<file path="config.mk">
export PLATFORM = sky130hd
export DESIGN_NAME = eth_rx_ring
export DESIGN_NICKNAME = d
export VERILOG_FILES = /design/src/rtl/eth_rx_ring.sv
export SDC_FILE = /design/constraint.sdc
export NUM_CORES = 1
export LEC_CHECK = 0
export CAP_MARGIN = 20
export CORE_UTILIZATION = 55
export CTS_CLUSTER_SIZE = 16
export DETAILED_ROUTE_END_ITERATION = 8
export DONT_BUFFER_PORTS = 1
export GPL_ROUTABILITY_DRIVEN = 0
export PLACE_DENSITY = 0.76
export SLEW_MARGIN = 20
export SYNTH_ARGS = -nofsm -noshare
export SYNTH_HDL_FRONTEND = slang
export SYNTH_SLANG_ARGS = --single-unit
export TNS_END_PERCENT = 50
</file>
<file path="constraint.sdc">
create_clock -name msoc_clk -period 13.7 [get_ports msoc_clk]
set_input_delay 2.055 -clock msoc_clk [delete_from_list [all_inputs] [get_ports msoc_clk]]
set_output_delay 2.055 -clock msoc_clk [all_outputs]
set_load 0.05 [all_outputs]
</file>
<file path="src/rtl/eth_rx_ring.sv">
// Receive frame ring: filters byte-wide AXIS on destination MAC, stores frames in NBUF slots, CPU register file.
// Writes are combinational with the input byte, register reads return one cycle later; no backpressure, full ring drops whole frames.
module eth_rx_ring #(
    parameter int          NBUF      = 8,
    parameter int          BUF_AW    = 11,
    parameter logic [47:0] MAC_RESET = 48'h230100890702
) (
    input  logic                           msoc_clk,
    input  logic                           rst_int,
    input  logic [7:0]                     rx_tdata,
    input  logic                           rx_tvalid,
    input  logic                           rx_tlast,
    input  logic                           rx_tuser,
    output logic                           mem_we,
    output logic [$clog2(NBUF)+BUF_AW-1:0] mem_addr,
    output logic [7:0]                     mem_wdata,
    input  logic                           reg_sel,
    input  logic                           reg_we,
    input  logic [2:0]                     reg_addr,
    input  logic [31:0]                    reg_wdata,
    output logic [31:0]                    reg_rdata,
    output logic                           irq
);
    localparam int SW = $clog2(NBUF);
    localparam int CW = SW + 1;
    localparam int LW = BUF_AW + 1;
    localparam logic [1:0] S_IDLE = 2'd0;
    localparam logic [1:0] S_HDR  = 2'd1;
    localparam logic [1:0] S_BODY = 2'd2;
    localparam logic [1:0] S_DROP = 2'd3;

    logic [1:0]    r_state;
    logic [SW-1:0] r_head, r_tail;
    logic [CW-1:0] r_count;
    logic [LW-1:0] r_off;
    logic [47:0]   r_dst, r_mac;
    logic          r_irq_en, r_promisc, r_irq;
    logic [15:0]   r_err_cnt, r_flt_cnt, r_ovf_cnt;
    logic [LW-1:0] r_len [NBUF];
    logic [31:0]   r_rdata;

    logic [1:0]    w_state_nxt;
    logic [LW-1:0] w_off_nxt;
    logic          w_commit, w_err_inc, w_flt_inc, w_ovf_inc;
    logic          w_full, w_match, w_ovfl, w_we, w_wr, w_release, w_clr;
    logic [47:0]   w_dst_next;
    logic [LW-1:0] w_len_tail;
    logic [31:0]   w_rd;

    function automatic logic [15:0] bump(input logic [15:0] c, input logic inc, input logic clr);
        if (clr)
            return 16'h0;
        else if (inc && c != 16'hFFFF)
            return c + 16'h1;
        else
            return c;
    endfunction

    assign w_full     = (r_count == CW'(NBUF));
    assign w_dst_next = {r_dst[39:0], rx_tdata};
    assign w_match    = r_promisc || (&w_dst_next) || (w_dst_next[47:24] == 24'h01005E) ||
                        (w_dst_next == r_mac);
    // Offset MSB set means the slot is already full of bytes.
    assign w_ovfl     = r_off[BUF_AW];
    assign w_we       = !rst_int && rx_tvalid &&
                        ((r_state == S_IDLE && !w_full) || r_state == S_HDR ||
                         (r_state == S_BODY && !w_ovfl));
    assign mem_we     = w_we;
    assign mem_addr   = {r_head, r_off[BUF_AW-1:0]};
    assign mem_wdata  = w_we ? rx_tdata : 8'h00;

    assign w_wr       = reg_sel && reg_we;
    assign w_release  = w_wr && reg_addr == 3'd3 && r_count != '0;
    assign w_clr      = w_wr && reg_addr == 3'd4;
    assign w_len_tail = (r_count != '0) ? r_len[r_tail] : '0;

    always_comb begin
        w_state_nxt = r_state;
        w_off_nxt   = r_off;
        w_commit    = 1'b0;
        w_err_inc   = 1'b0;
        w_flt_inc   = 1'b0;
        w_ovf_inc   = 1'b0;
        if (rx_tvalid) begin
            case (r_state)
                S_IDLE: begin
                    if (w_full) begin
                        w_ovf_inc = 1'b1;
                        if (!rx_tlast) w_state_nxt = S_DROP;
                    end else if (rx_tlast) begin
                        w_err_inc = 1'b1;
                    end else begin
                        w_off_nxt   = LW'(1);
                        w_state_nxt = S_HDR;
                    end
                end
                S_HDR: begin
                    w_off_nxt = r_off + LW'(1);
                    if (r_off == LW'(5)) begin
                        if (!w_match) begin
                            w_flt_inc   = 1'b1;
                            w_off_nxt   = '0;
                            w_state_nxt = rx_tlast ? S_IDLE : S_DROP;
                        end else if (rx_tlast) begin
                            w_commit    = !rx_tuser;
                            w_err_inc   = rx_tuser;
                            w_off_nxt   = '0;
                            w_state_nxt = S_IDLE;
                        end else begin
                            w_state_nxt = S_BODY;
                        end
                    end else if (rx_tlast) begin
                        w_err_inc   = 1'b1;
                        w_off_nxt   = '0;
                        w_state_nxt = S_IDLE;
                    end
                end
                S_BODY: begin
                    w_off_nxt = r_off + LW'(1);
                    if (w_ovfl) begin
                        w_err_inc   = 1'b1;
                        w_off_nxt   = '0;
                        w_state_nxt = rx_tlast ? S_IDLE : S_DROP;
                    end else if (rx_tlast) begin
                        w_commit    = !rx_tuser;
                        w_err_inc   = rx_tuser;
                        w_off_nxt   = '0;
                        w_state_nxt = S_IDLE;
                    end
                end
                default: begin
                    if (rx_tlast) w_state_nxt = S_IDLE;
                end
            endcase
        end
    end

    always_comb begin
        w_rd = 32'h0;
        case (reg_addr)
            3'd0: w_rd = r_mac[31:0];
            3'd1: w_rd = {r_irq_en, r_promisc, 14'h0, r_mac[47:32]};
            3'd2: w_rd = {8'h0, 8'(r_count), 8'(r_head), 8'(r_tail)};
            3'd4: w_rd = {r_err_cnt, r_flt_cnt};
            3'd5: w_rd = {r_ovf_cnt, 16'(w_len_tail)};
            default: w_rd = 32'h0;
        endcase
    end

    always_ff @(posedge msoc_clk or posedge rst_int) begin
        if (rst_int) begin
            r_state   <= S_IDLE;
            r_head    <= '0;
            r_tail    <= '0;
            r_count   <= '0;
            r_off     <= '0;
            r_dst     <= '0;
            r_mac     <= MAC_RESET;
            r_irq_en  <= 1'b0;
            r_promisc <= 1'b0;
            r_irq     <= 1'b0;
            r_err_cnt <= '0;
            r_flt_cnt <= '0;
            r_ovf_cnt <= '0;
            r_rdata   <= '0;
            for (int i = 0; i < NBUF; i++) r_len[i] <= '0;
        end else begin
            r_state <= w_state_nxt;
            r_off   <= w_off_nxt;
            if (rx_tvalid && (r_state == S_IDLE || r_state == S_HDR)) r_dst <= w_dst_next;
            if (w_commit) begin
                r_len[r_head] <= r_off + LW'(1);
                r_head        <= r_head + SW'(1);
            end
            if (w_release) r_tail <= r_tail + SW'(1);
            case ({w_commit, w_release})
                2'b10:   r_count <= r_count + CW'(1);
                2'b01:   r_count <= r_count - CW'(1);
                default: r_count <= r_count;
            endcase
            r_err_cnt <= bump(r_err_cnt, w_err_inc, w_clr);
            r_flt_cnt <= bump(r_flt_cnt, w_flt_inc, w_clr);
            r_ovf_cnt <= bump(r_ovf_cnt, w_ovf_inc, w_clr);
            if (w_wr && reg_addr == 3'd0) r_mac[31:0] <= reg_wdata;
            if (w_wr && reg_addr == 3'd1) begin
                r_irq_en     <= reg_wdata[31];
                r_promisc    <= reg_wdata[30];
                r_mac[47:32] <= reg_wdata[15:0];
            end
            r_rdata <= (reg_sel && !reg_we) ? w_rd : 32'h0;
            r_irq   <= r_irq_en && (r_count != '0);
        end
    end

    assign reg_rdata = r_rdata;
    assign irq       = r_irq;
endmodule

</file>
Word level (Yosys, flattened, before mapping) --
Cells that the tools add are included.
Operators by class: equality and inequality tests 18, mux-type cells 55, order comparisons 3, $add $sub $neg 8, bitwise operators 2, reductions and logical operators 39
Operator list (number):
- $pmux 32 s5 | 1
- $mux 12 | 10
- $bwmux 96 | 1
- $mux 16 | 6
- $add 16x1->16 const B | 3
- $eq 48x48->1 | 1
- $ne 16x16->1 const B | 3
- $reduce_and 48->1 | 1
- $bmux 12 s3 | 1
- $demux 12 s3 | 1
- $pmux 12 s3 | 1
- $mux 32 | 1
- $eq 24x17->1 const B | 1
- $mux 1 | 19
- $mux 2 | 9
- $logic_and 1x1->1 | 17
- $add 12x1->12 const B | 1
- $eq 12x3->1 const B | 1
- $ge 4x4->1 const B | 2
- $mux 8 | 1
- $not 3->4 | 2
- $pmux 4 s2 | 1
- $reduce_bool 2->1 | 4
- $add 3x1->3 const B | 2
- other kinds (21) | 35
Storage, ports and cells: word-level logic and storage cells 148, bits in registers 291, input bits 50

Longest topological paths before layout --
depth in word-level cells 11, mapped depth 16, gate-level depth less buffers 15

Least setup slack after synthesis --
Ideal clock, no wire load.
kind input port to output port, start input rst_int, end output mem_wdata[0], setup slack 1.820 ns, cell stages on the path 4, arrival 9.825 ns, buffers on the path 1, cell sequence inv_1 -> and3_1 -> clkbuf_1 -> and2_1
On the way: cells in the longest elaborated chain, start to end 4
RTL lines:
- from (decl) | line 9 | input logic rst_int,
- $logic_not 1->1 (no line)
- $logic_and 1x1->1 (2 in series) | line 65 | assign w_we = !rst_int && rx_tvalid &&
- net mem_we | line 14 | output logic mem_we,
- $mux 8 | line 70 | assign mem_wdata = w_we ? rx_tdata : 8'h00;
- to (decl) | line 16 | output logic [7:0] mem_wdata,
The timed path passes the listed nets, and every way through them passes these cells.

Worst setup path in the final report --
start input rst_int, end output mem_wdata[6]
The elaborated chain is that of the path after synthesis.

==> metrics <==
std cell rows=59; Post-synth ARST share=100%; clock latency on the worst-skew pair=0.57 ns; Detail Route Antenna Nets=0; Starting Density=between 50% and 60%; post-synthesis register bit count=291; post-CTS setup buffers=0; P_leak=7.01 nW; I/O pin count=106; final hold vios=0; Iter 0 DRT Violations=between 900 and 1000; routed via count=9997; Mapped Area=14700 um^2; die height=~170 um; startpoint types=input pin; Ys Warns=0; post-synth top area share=47.6%; Post-Place Setup Slack=between 7 and 8 ns; Pwr Density=160 nW/um^2; Synth top cells by count=dfrtp_1 (280), mux2_2 (159), nor2_1 (105); number of diodes=0; TritonCTS clock tree=built; CP endpoint kind=primary output; Final min period=5.71 ns; WL final=35.7 mm; first-pass GRT wire length=57.0 mm; Post-Synthesis Cells=1271; critical-path maximum fanout=73; CORE AREA=26200 um^2; CTS Buf Count=31; top post-synthesis cells by area=dfrtp_1 (48%), mux2_2 (12%), mux4_2 (4.0%), xnor2_1 (3.8%), mux2i_1 (3.7%); wire per inst=22.3 um; number of global-route vias before repair=9984; P&R area growth vs syn=8.05%; Crit Path Category=in -> out; PnR Total Power=2.54 mW; Post-synth EDFFs=0; outcome=finished, violations left; die area=27400 um^2; post-synthesis cell type count=64; worst vdd ir=0.0938 mV; Tcrit/Tclk final=between 40% and 50%; Pins Over Slew Limit=0; Congestion Overflow GR=0; Worst EP required=11.64 ns; layout cells sized above 1=between 20% and 30%; ys flop type=dfrtp_1; final-stage net count=1304; Finished Core Util=60.8%; worst slew pin tran=0.929 ns; post-route DRC violation count=24; vias per cell=6.26; sequential share of the synthesized area=49.5%; CTS-repair resized insts=0; Total Routing Usage GR=26.4%; Tightest Hold Check Type=reg -> reg; syn_area_per_cell=11.6 um^2; post-route setup slack=7.99 ns; CP Data Arrival Time=around 3.7 ns; slew margin rel.=38.1%; drt pass-1 iters=7; hold_buf cts=0; top-count cell post-synth=dfrtp_1; initial antenna violation count=0; max-cap violation count=0; DP Wirelength=24.4 mm; Port Buffers=0; Max Root-Sink Buffers=3; Die Wd=166 um; CTS Sinks=291; Clock Skews=0.0225 ns; # H-tree levels=1; clock-pin slew on the worst setup and hold paths=0.06 ns; largest area contributor in the netlist=dfrtp_1; largest net degree at the start of global routing=79; final setup fails=0; root buf cell=clkbuf_16; fmax=175 MHz; RSZ-0062 raised after global routing=false; setup_tns=0 ns; failing checks=design-rule violations; syn_nets=around 1300
[power breakdown]
part	internal, mW	switching (mW)	leakage, nW
clock network	0.476	0.336	0.487
registers	0.988	0.210	3.76
logic	0.264	0.269	2.76
total	1.73	0.815	7.01
[path summary, 6_finish.rpt]
path | slack (ns) | end | cells past startpoint | startpoint
max | 7.99 | mem_wdata[6] | 3 | rst_int
max reg2reg | 9.77 | r_count[3] | 14 | r_off[0]
min | 0.50 | r_len[14] | 1 | r_len[14]
min reg2reg | 0.50 | r_len[14] | 1 | r_len[14]
max in group asynchronous | 11.01 | reg_rdata[23] | 2 | rst_int
min in group asynchronous | 1.39 | r_len[15] | 1 | rst_int
[registers in the layout (all words and copies together), names as in the netlist, 4 cells and up]
register and flops:
r_len 96, r_mac 48, r_dst 40, reg_rdata 32
r_err_cnt 16, r_flt_cnt 16, r_ovf_cnt 16, r_off 12
r_count 4
[final cells by class]
type	count	area (um^2)
sequential	291	7300
clock buffer	47	916
tap	335	419
timing repair buffer	16	124
multi-input combinational	859	6930
inverter	40	158
clock inverter	9	78.8
fill	2042	10300
[metrics by stage]
| stage | area (um^2) | std cells | hold slack, ns |
|---|---|---|---|
| after floorplan | 14700 | 1271 | 0.459 |
| after global placement | 14900 | 1541 | 0.469 |
| after detailed placement | 14900 | 1541 | 0.485 |
| after CTS | 15900 | 1597 | 0.501 |
| after global routing | 15900 | 1597 | 0.504 |
| final | 15900 | 1597 | 0.498 |
[cells in the final DEF, fill, tap and decap left out, types with 25 or more instances in the layout]
cell type and n:
xnor2_1 64, dfrtp_1 280, nor2_1 105, o21ai_0 25, nand2_1 52, mux2i_1 55, inv_1 38, mux4_2 26
clkbuf_16 31, mux2_2 159, nand3_1 34, nand4_1 39, a21oi_1 62
[kinds of logic after synthesis]
family          count (synthesis)  synth area share, %
buf+inv                       121                 3.62
compound gates                158                 6.98
simple gates                  344                 11.9
xor+xnor                       83                 4.93
fa+ha+maj                      15                 1.32
mux                           259                 21.7
flops                         291                 49.5
[metal layers]
metal,part of all wire (%),track usage [%]
met1,42,34.8
met2,49,44.3
met3,5.0,3.82
met4,4.0,9.83
met5,0,0
[worst max-delay path: stages]
cell and delay, ns:
inv_8 0.31, and3_1 0.67, and2_1 0.55
Note: power is estimated with default switching activity, not from simulation.
